--- config.mk ---
export PLATFORM = sky130hd
export DESIGN_NAME = alu_op_sequencer_flat
export DESIGN_NICKNAME = d
export VERILOG_FILES = /design/src/rtl/alu_seq_if.sv /design/src/rtl/alu_op_sequencer.sv /design/src/flat_wrapper.sv
export SDC_FILE = /design/constraint.sdc
export NUM_CORES = 1
export LEC_CHECK = 0
export ABC_AREA = 1
export CAP_MARGIN = 5
export CORE_MARGIN = 4
export CORE_UTILIZATION = 30
export CTS_BUF_LIST = sky130_fd_sc_hd__clkbuf_8
export CTS_CLUSTER_SIZE = 14
export DETAILED_ROUTE_END_ITERATION = 7
export GPL_TIMING_DRIVEN = 0
export PLACE_DENSITY_LB_ADDON = 0.08
export SLEW_MARGIN = 20
export SYNTH_ARGS = -nofsm -noshare
export SYNTH_HDL_FRONTEND = slang
export SYNTH_SLANG_ARGS = --single-unit
--- constraint.sdc ---
create_clock -name clk -period 2.7 [get_ports clk]
set_input_delay 0.27 -clock clk [delete_from_list [all_inputs] [get_ports clk]]
set_output_delay 0.27 -clock clk [all_outputs]
set_load 0.02 [all_outputs]
--- src/rtl/alu_seq_if.sv ---
// Handshake and arithmetic-unit bus between a requester, the op sequencer and the 8-bit arithmetic unit.
// The slave modport is the sequencer; the master modport is the environment (requester, unit, consumer).
interface alu_seq_if;
  logic        req_valid;
  logic        req_ready;
  logic [1:0]  req_op;
  logic [7:0]  req_a;
  logic [7:0]  req_b;
  logic [7:0]  au_a;
  logic [7:0]  au_b;
  logic [1:0]  au_op;
  logic        add_en;
  logic        sub_en;
  logic        mul_en;
  logic        div_en;
  logic [15:0] au_result;
  logic        rsp_valid;
  logic        rsp_ready;
  logic [15:0] rsp_result;
  logic [1:0]  rsp_op;
  logic        rsp_div0;
  logic        busy;

  modport slave (
    input  req_valid, req_op, req_a, req_b, au_result, rsp_ready,
    output req_ready, au_a, au_b, au_op, add_en, sub_en, mul_en, div_en,
           rsp_valid, rsp_result, rsp_op, rsp_div0, busy
  );

  modport master (
    output req_valid, req_op, req_a, req_b, au_result, rsp_ready,
    input  req_ready, au_a, au_b, au_op, add_en, sub_en, mul_en, div_en,
           rsp_valid, rsp_result, rsp_op, rsp_div0, busy
  );
endinterface

--- src/rtl/alu_op_sequencer.sv ---
// Issues one op at a time to the arithmetic unit: holds operands and a one-hot enable for a
// settle window, captures the result and returns it; divide-by-zero is answered locally.
module alu_op_sequencer #(
  parameter int          SETTLE_CYCLES   = 2,
  parameter logic [15:0] DIV_ZERO_RESULT = 16'hFFFF
) (
  input logic       clk,
  input logic       rst_n,
  alu_seq_if.slave  bus
);
  localparam int CW = (SETTLE_CYCLES > 1) ? $clog2(SETTLE_CYCLES) : 1;

  typedef enum logic [1:0] {IDLE, EXEC, DONE} state_t;

  state_t        state;
  logic [CW-1:0] cnt;

  always_ff @(posedge clk) begin
    if (!rst_n) begin
      state          <= IDLE;
      cnt            <= '0;
      bus.req_ready  <= 1'b1;
      bus.au_a       <= '0;
      bus.au_b       <= '0;
      bus.au_op      <= '0;
      bus.add_en     <= 1'b0;
      bus.sub_en     <= 1'b0;
      bus.mul_en     <= 1'b0;
      bus.div_en     <= 1'b0;
      bus.rsp_valid  <= 1'b0;
      bus.rsp_result <= '0;
      bus.rsp_op     <= '0;
      bus.rsp_div0   <= 1'b0;
      bus.busy       <= 1'b0;
    end else begin
      case (state)
        IDLE: begin
          if (bus.req_valid) begin
            bus.au_a      <= bus.req_a;
            bus.au_b      <= bus.req_b;
            bus.au_op     <= bus.req_op;
            bus.req_ready <= 1'b0;
            bus.busy      <= 1'b1;
            // Zero divisor never reaches the divider; answer straight away.
            if (bus.req_op == 2'b11 && bus.req_b == 8'd0) begin
              state          <= DONE;
              bus.rsp_valid  <= 1'b1;
              bus.rsp_result <= DIV_ZERO_RESULT;
              bus.rsp_op     <= 2'b11;
              bus.rsp_div0   <= 1'b1;
            end else begin
              state <= EXEC;
              cnt   <= CW'(SETTLE_CYCLES - 1);
              {bus.div_en, bus.mul_en, bus.sub_en, bus.add_en} <= 4'b0001 << bus.req_op;
            end
          end
        end
        EXEC: begin
          if (cnt == '0) begin
            state          <= DONE;
            bus.rsp_valid  <= 1'b1;
            bus.rsp_result <= bus.au_result;
            bus.rsp_op     <= bus.au_op;
            bus.rsp_div0   <= 1'b0;
            {bus.div_en, bus.mul_en, bus.sub_en, bus.add_en} <= 4'b0000;
          end else begin
            cnt <= cnt - 1'b1;
          end
        end
        DONE: begin
          if (bus.rsp_ready) begin
            state         <= IDLE;
            bus.rsp_valid <= 1'b0;
            bus.req_ready <= 1'b1;
            bus.busy      <= 1'b0;
          end
        end
        default: state <= IDLE;
      endcase
    end
  end
endmodule
--- src/flat_wrapper.sv ---
// flat-port wrapper written by rule: the top's interface ports become plain ports
module alu_op_sequencer_flat 
#(
  parameter int          SETTLE_CYCLES   = 2,
  parameter logic [15:0] DIV_ZERO_RESULT = 16'hFFFF
)
  (clk, rst_n, bus_req_valid, bus_req_op, bus_req_a, bus_req_b, bus_au_result, bus_rsp_ready, bus_req_ready, bus_au_a, bus_au_b, bus_au_op, bus_add_en, bus_sub_en, bus_mul_en, bus_div_en, bus_rsp_valid, bus_rsp_result, bus_rsp_op, bus_rsp_div0, bus_busy);
  alu_seq_if bus_i ();
  input logic clk;
  input logic rst_n;
  input wire logic [$bits(bus_i.req_valid)-1:0] bus_req_valid;
  input wire logic [$bits(bus_i.req_op)-1:0] bus_req_op;
  input wire logic [$bits(bus_i.req_a)-1:0] bus_req_a;
  input wire logic [$bits(bus_i.req_b)-1:0] bus_req_b;
  input wire logic [$bits(bus_i.au_result)-1:0] bus_au_result;
  input wire logic [$bits(bus_i.rsp_ready)-1:0] bus_rsp_ready;
  output wire logic [$bits(bus_i.req_ready)-1:0] bus_req_ready;
  output wire logic [$bits(bus_i.au_a)-1:0] bus_au_a;
  output wire logic [$bits(bus_i.au_b)-1:0] bus_au_b;
  output wire logic [$bits(bus_i.au_op)-1:0] bus_au_op;
  output wire logic [$bits(bus_i.add_en)-1:0] bus_add_en;
  output wire logic [$bits(bus_i.sub_en)-1:0] bus_sub_en;
  output wire logic [$bits(bus_i.mul_en)-1:0] bus_mul_en;
  output wire logic [$bits(bus_i.div_en)-1:0] bus_div_en;
  output wire logic [$bits(bus_i.rsp_valid)-1:0] bus_rsp_valid;
  output wire logic [$bits(bus_i.rsp_result)-1:0] bus_rsp_result;
  output wire logic [$bits(bus_i.rsp_op)-1:0] bus_rsp_op;
  output wire logic [$bits(bus_i.rsp_div0)-1:0] bus_rsp_div0;
  output wire logic [$bits(bus_i.busy)-1:0] bus_busy;
  assign bus_i.req_valid = bus_req_valid;
  assign bus_i.req_op = bus_req_op;
  assign bus_i.req_a = bus_req_a;
  assign bus_i.req_b = bus_req_b;
  assign bus_i.au_result = bus_au_result;
  assign bus_i.rsp_ready = bus_rsp_ready;
  assign bus_req_ready = bus_i.req_ready;
  assign bus_au_a = bus_i.au_a;
  assign bus_au_b = bus_i.au_b;
  assign bus_au_op = bus_i.au_op;
  assign bus_add_en = bus_i.add_en;
  assign bus_sub_en = bus_i.sub_en;
  assign bus_mul_en = bus_i.mul_en;
  assign bus_div_en = bus_i.div_en;
  assign bus_rsp_valid = bus_i.rsp_valid;
  assign bus_rsp_result = bus_i.rsp_result;
  assign bus_rsp_op = bus_i.rsp_op;
  assign bus_rsp_div0 = bus_i.rsp_div0;
  assign bus_busy = bus_i.busy;
  alu_op_sequencer #(.SETTLE_CYCLES(SETTLE_CYCLES), .DIV_ZERO_RESULT(DIV_ZERO_RESULT)) u_core (.clk(clk), .rst_n(rst_n), .bus(bus_i));
endmodule
==> metrics.txt, run 1 <==
status finished, final reports clean; highest clock rate 633 MHz; vias in the first global route around 1900; Tcrit/Tclk final roughly three fifths; post-detailed-placement half-perimeter wirelength roughly 3800 microns; worst path bufs/invs 1; IO Pins 82; syn avg cell area roughly 7.3 sq um; placed cells between 400 and 500; CTS tree done; startpoint type of the worst setup path flop; worst-skew pair later-pin latency 290 ps; post-CTS sizing 0; Setup TNS 0 ps; TritonCTS buffer count 5; initial antenna violation count 0; Min-Delay Path Class in -> reg; slowest cell delay on critical path between 600 and 700 ps; Clk Tree Root Cell clkbuf_8; Ys Warns 0; clk sink count 47; peak supply drop around 0.00028 V; Max Slew Vio Count 0; Layout Cells excl Fill about 430; Die H 89.0 microns; drt pass-1 iters 4; row count 29; crit path DAT roughly 1300 ps; first-pass GRT wire length between 8000 and 9000 microns; Inserted Diodes 0; layout overhead on the synthesized area 49.9%; power per cell area ~600 mW/mm^2; Slew HR 69.3%; Final #Nets a little under 400; largest cells by area after synthesis dfxtp_1, nor2_1, nand2_1; initial DRC count between 50 and 60; H-tree levels 2; core area roughly 0.0063 sq mm; flops & latches, synth 47; Worst Path Required around 2400 ps; vias per cell approximately 4.4; Tmin final between 1500 and 2000 ps; post-route ant nets 0; Vias around 1900; DRC 0; Cell variety after synth 20; max-cap viol count 0; Syn Inst Count 268; # fillers between 600 and 700; post-CTS setup buffer count 0; Max FO, Critical Path 3; Synth top area share a little under half; clk buf depth 2; Starting Density 31.0%; final setup vio count 0; Post-Syn Area between 0.0015 and 0.002 sq mm; drt wl/cell 11.8 microns; cell family with most CP delay buffers and inverters; RSZ-0062 raised after global routing no; die footprint just under 0.008 sq mm; Final Hold Vio Count 0; Hold EP u_core.bus.au_op[1]; RePlAce Congestion between 0.7 and 0.8; layout cells sized above 1 about a tenth; slowest CP cell clkdlybuf4s50_1; crit path cell chain clkdlybuf4s50_1; register area share after synthesis between 40% and 50%; Worst Skew roughly 4.1 ps; crit path capture type output pin; die width roughly 89 microns; gr usage total 13.7%; reg2reg end u_core.bus.rsp_result[8]; detailed-route wire length a little over 5000 microns; pin count of the biggest net entering global routing 15; post-synth top area cell dfxtp_1; Critical Setup Path Class reg -> out; Syn Nets 306; worst hold margin roughly 370 ps; Hold Path Cell Cnt 3; grt total ovfl 0; Tightest Pin Transition around 460 ps; Worst-path clk slew ~80 ps; hold_sp rst_n; port buffer count 80; leakage about 1.2 nW; FF-to-FF setup slack about 1300 ps; worst reg2reg path depth 9; Hold Buf Count CTS 0; FF-to-FF Start u_core.state[1]
-- cells by family after synthesis --
logic type,Yosys count,share of synthesized area (%)
and+or+nand+nor,153,35.1
buffers and inverters,38,9.47
DFF,47,47.8
AOI/OAI and AO/OA,30,7.62
-- layer usage --
metal	global-route usage (%)	up-vias	part of all wire [%]
li1	-	999	-
met1	16.5	824	45
met2	22.7	59	44
met3	5.07	6	9.9
met4	4.06	0	1.2
met5	0	-	0
-- state kept, by name (all words and copies together) (netlist names), 2 cells and up --
register	flops
u_core.state	2
u_core.bus.rsp_result	16
u_core.bus.rsp_op	2
u_core.bus.au_b	8
u_core.bus.au_op	2
u_core.bus.au_a	8
-- per-stage QoR --
stage	setup slack, ps	power, mW	cell area [sq um]	utilization, %
2_1_floorplan	1400	1.12	1970	-
3_3_place_gp	793	1.37	2870	45.1
3_5_place_dp	789	1.37	2870	45.1
4_1_cts	1090	1.79	2950	46.5
5_1_grt	923	1.88	2950	46.5
6_report	1120	1.75	2950	46.5
-- cell usage after synthesis --
library cell and instances:
clkbuf_2 1, nand2_2 2, nor2_2 3, inv_2 3
nand2_1 56, nor2_1 62, o21ai_0 18, dfxtp_1 47
buf_6 5, nor3_2 6, inv_1 21, or2_4 1
nor3_1 13, clkbuf_1 3, nor2_4 3, buf_2 4
nand2_8 1, nand3_1 6, a21oi_1 12, clkinv_1 1
-- cells in the final DEF (no fill, tap or decap) --
cell type,n
nor2_4,3
or2_4,1
clkinv_2,1
nand2_8,1
nor3_2,6
clkbuf_1,3
nor3_1,13
nor2_1,62
a21oi_1,12
clkdlybuf4s50_1,80
inv_1,22
nand2_1,56
buf_6,5
nor2_2,3
buf_2,4
clkinvlp_4,1
clkbuf_2,1
nand3_1,6
inv_2,3
dfxtp_1,47
clkinv_1,1
nand2_2,2
clkbuf_8,5
o21ai_0,18
-- final cells by class --
type / count / area (sq um) / area share, %
Timing Repair Buffer: 80 / 801 / 27.1
Tap cell: 77 / 96.3 / 3.26
Multi-Input combinational cell: 183 / 842 / 28.5
Buffer: 13 / 92.6 / 3.14
Sequential cell: 47 / 941 / 31.9
Inverter: 25 / 93.8 / 3.18
Clock buffer: 5 / 68.8 / 2.33
Clock inverter: 3 / 16.3 / 0.551
-- how the worst max path moves through the flow --
stage / startpoint / endpoint / slack, ps / cells after the start
after detailed placement: bus_req_b[6] / u_core.bus.rsp_result[8] / 790 / 10
after CTS: u_core.bus.au_op[1] / bus_au_op[1] / 1090 / 1
after global placement: bus_req_b[6] / u_core.bus.rsp_result[5] / 790 / 10
after global routing: bus_req_b[6] / u_core.bus.rsp_result[8] / 920 / 10
final: u_core.bus.au_op[1] / bus_au_op[1] / 1120 / 1
after floorplan: u_core.state[1] / u_core.bus.rsp_result[4] / 1400 / 9
-- power by group --
| group | switching [mW] | internal [mW] | leakage (nW) |
|---|---|---|---|
| Combinational | 0.290 | 0.253 | 0.791 |
| Sequential | 0.0367 | 0.769 | 0.387 |
| Clock | 0.227 | 0.177 | 0.0453 |
(Power assumes the default switching activity.)
==> run 2, diff against run 1 <==
==> constraint.sdc (replaced) <==
create_clock -name clk -period 1.6 [get_ports clk]
set_input_delay 0.16 -clock clk [delete_from_list [all_inputs] [get_ports clk]]
set_output_delay 0.16 -clock clk [all_outputs]
set_load 0.02 [all_outputs]
==> run 2 against run 1 <==
Net effect:
- setup slack got worse by 1000 ps
- design area rose by 0.76%
- die area did not move
- clock power rose by 67%
==> metrics.txt, run 2 (synthesis gave the netlist of run 1 again) <==
status finished, final reports clean; worst hold margin around 250 ps; most frequent cells in the layout clkdlybuf4s50_1, nor2_1, nand2_1; highest clock rate roughly 680 MHz; die width between 80 and 90 microns; pin count of the biggest net entering global routing 15; row count 29; cell family with most CP delay buffers and inverters; H-tree levels 2; vias per cell roughly 4.4; post-route ant nets 0; Final #Nets slightly below 400; Tightest Pin Transition 464 ps; Vias approximately 1900; port buffer count 80; final setup vio count 0; Worst-path clk slew 80 ps; DRC 0; Critical Setup Path Class reg -> out; initial antenna violation count 0; total power 2.96 mW; Die H roughly 89 microns; Design Area, Final 0.00297 sq mm; reg2reg end u_core.bus.au_b[6]; worst-skew pair later-pin latency around 290 ps; power per cell area between 900 and 1000 mW/mm^2; Switch Pwr 0.937 mW; peak supply drop about 0.00048 V; Max FO, Critical Path 3; crit path DAT 1320 ps; post-CTS setup buffer count 0; Clk pwr share about 23%; layout overhead on the synthesized area 51.0%; Worst Path Required between 1000 and 1500 ps; CTS tree done; gr usage total roughly 14%; clk buf depth 2; most common cell after layout, fill and taps aside clkdlybuf4s50_1; Setup WS post-layout about 120 ps; Cell Area, Placed between 0.002 and 0.003 sq mm; Clk Tree Root Cell clkbuf_8; Starting Density 31.0%; hold_sp rst_n; startpoint type of the worst setup path flop; combinational share of power between 30% and 40%; initial DRC count 45; Seq pwr share around 46%; Slew HR between 60% and 70%; max reg flops 16; Hold Path Cell Cnt 3; slowest CP cell clkdlybuf4s50_1; core area 0.00635 sq mm; RSZ-0062 raised after global routing no; drt wl/cell ~12 microns; post-detailed-placement half-perimeter wirelength between 3000 and 4000 microns; RePlAce Congestion 0.760; switch share between 30% and 40%; slowest cell delay on critical path roughly 650 ps; leakage about 1.2 nW; Tmin final around 1500 ps; Pint between 2 and 2.5 mW; Hold Buf Count CTS 0; FF-to-FF Start u_core.state[1]; detailed-route wire length roughly 5100 microns; max-cap viol count 0; Top Registers u_core.bus.rsp_result x16, u_core.bus.au_a x8, u_core.bus.au_b x8; TritonCTS buffer count 5; Inserted Diodes 0; worst path bufs/invs 1; layout cells sized above 1 between 10% and 20%; first-pass GRT wire length 8420 microns; crit path cell chain clkdlybuf4s50_1; grt total ovfl 0; FF-to-FF setup slack roughly 180 ps; vias in the first global route between 1500 and 2000; Min-Delay Path Class in -> reg; Tcrit/Tclk final 92.4%; Final Hold Vio Count 0; worst reg2reg path depth 7; crit path capture type output pin; IO Pins just over 80; Setup TNS 0 ps; drt pass-1 iters 4; post-CTS sizing 0; clk sink count 47; Worst Skew between 4 and 5 ps; # fillers 650; die footprint approximately 0.0079 sq mm; Hold EP u_core.bus.au_op[1]; Max Slew Vio Count 0; Largest Register u_core.bus.rsp_result; Place WS -201 ps
## run 2: cell counts in the layout (fill, tap and decap cells not counted)
Identical to the previous run, type by type.
## run 2: per-stage QoR
stage / util, % / std cells
after floorplan: - / 268
after global placement: 45.1 / 425
after detailed placement: 45.1 / 425
after CTS: 46.5 / 433
after global routing: 46.8 / 433
final: 46.8 / 433
## run 2: final cells by class
class | count | area [sq um] | area share [%]
buffer | 13 | 92.6 | 3.11
clock buffer | 5 | 68.8 | 2.31
clock inverter | 3 | 16.3 | 0.547
inverter | 25 | 93.8 | 3.16
multi-input combinational | 183 | 865 | 29.1
sequential | 47 | 941 | 31.6
tap | 77 | 96.3 | 3.24
timing repair buffer | 80 | 801 | 26.9
## run 2: tightest hold or removal path, cell delays in order
cell and delay [ps]:
clkbuf_1 180, o21ai_0 120, nor2_1 40
## run 2: power by group through the flow
stage                     registers (mW)  logic, mW  clock network [mW]
after floorplan                     1.53      0.364                   0
after global placement              1.39      0.926                   0
after detailed placement            1.39      0.928                   0
after CTS                           1.36      0.933               0.730
after global routing                1.38       1.03               0.771
final                               1.36      0.925               0.678
## run 2: how the worst max path moves through the flow
stage / cells after the start / slack [ps] / endpoint / start
floorplan: 9 / 300 / u_core.bus.rsp_result[4] / u_core.state[1]
global placement: 10 / -200 / u_core.bus.rsp_result[5] / bus_req_b[6]
detailed placement: 10 / -200 / u_core.bus.rsp_result[8] / bus_req_b[6]
CTS: 1 / 100 / bus_au_op[1] / u_core.bus.au_op[1]
global route: 10 / 40 / u_core.bus.rsp_result[13] / bus_req_b[6]
finish: 1 / 120 / bus_au_op[1] / u_core.bus.au_op[1]
## run 2: routing by layer
layer	routed length, microns	up-vias	track usage (%)
li1	-	998	-
met1	2310	829	16.5
met2	2270	61	22.7
met3	481	6	5.07
met4	61	0	4.06
met5	0	-	0
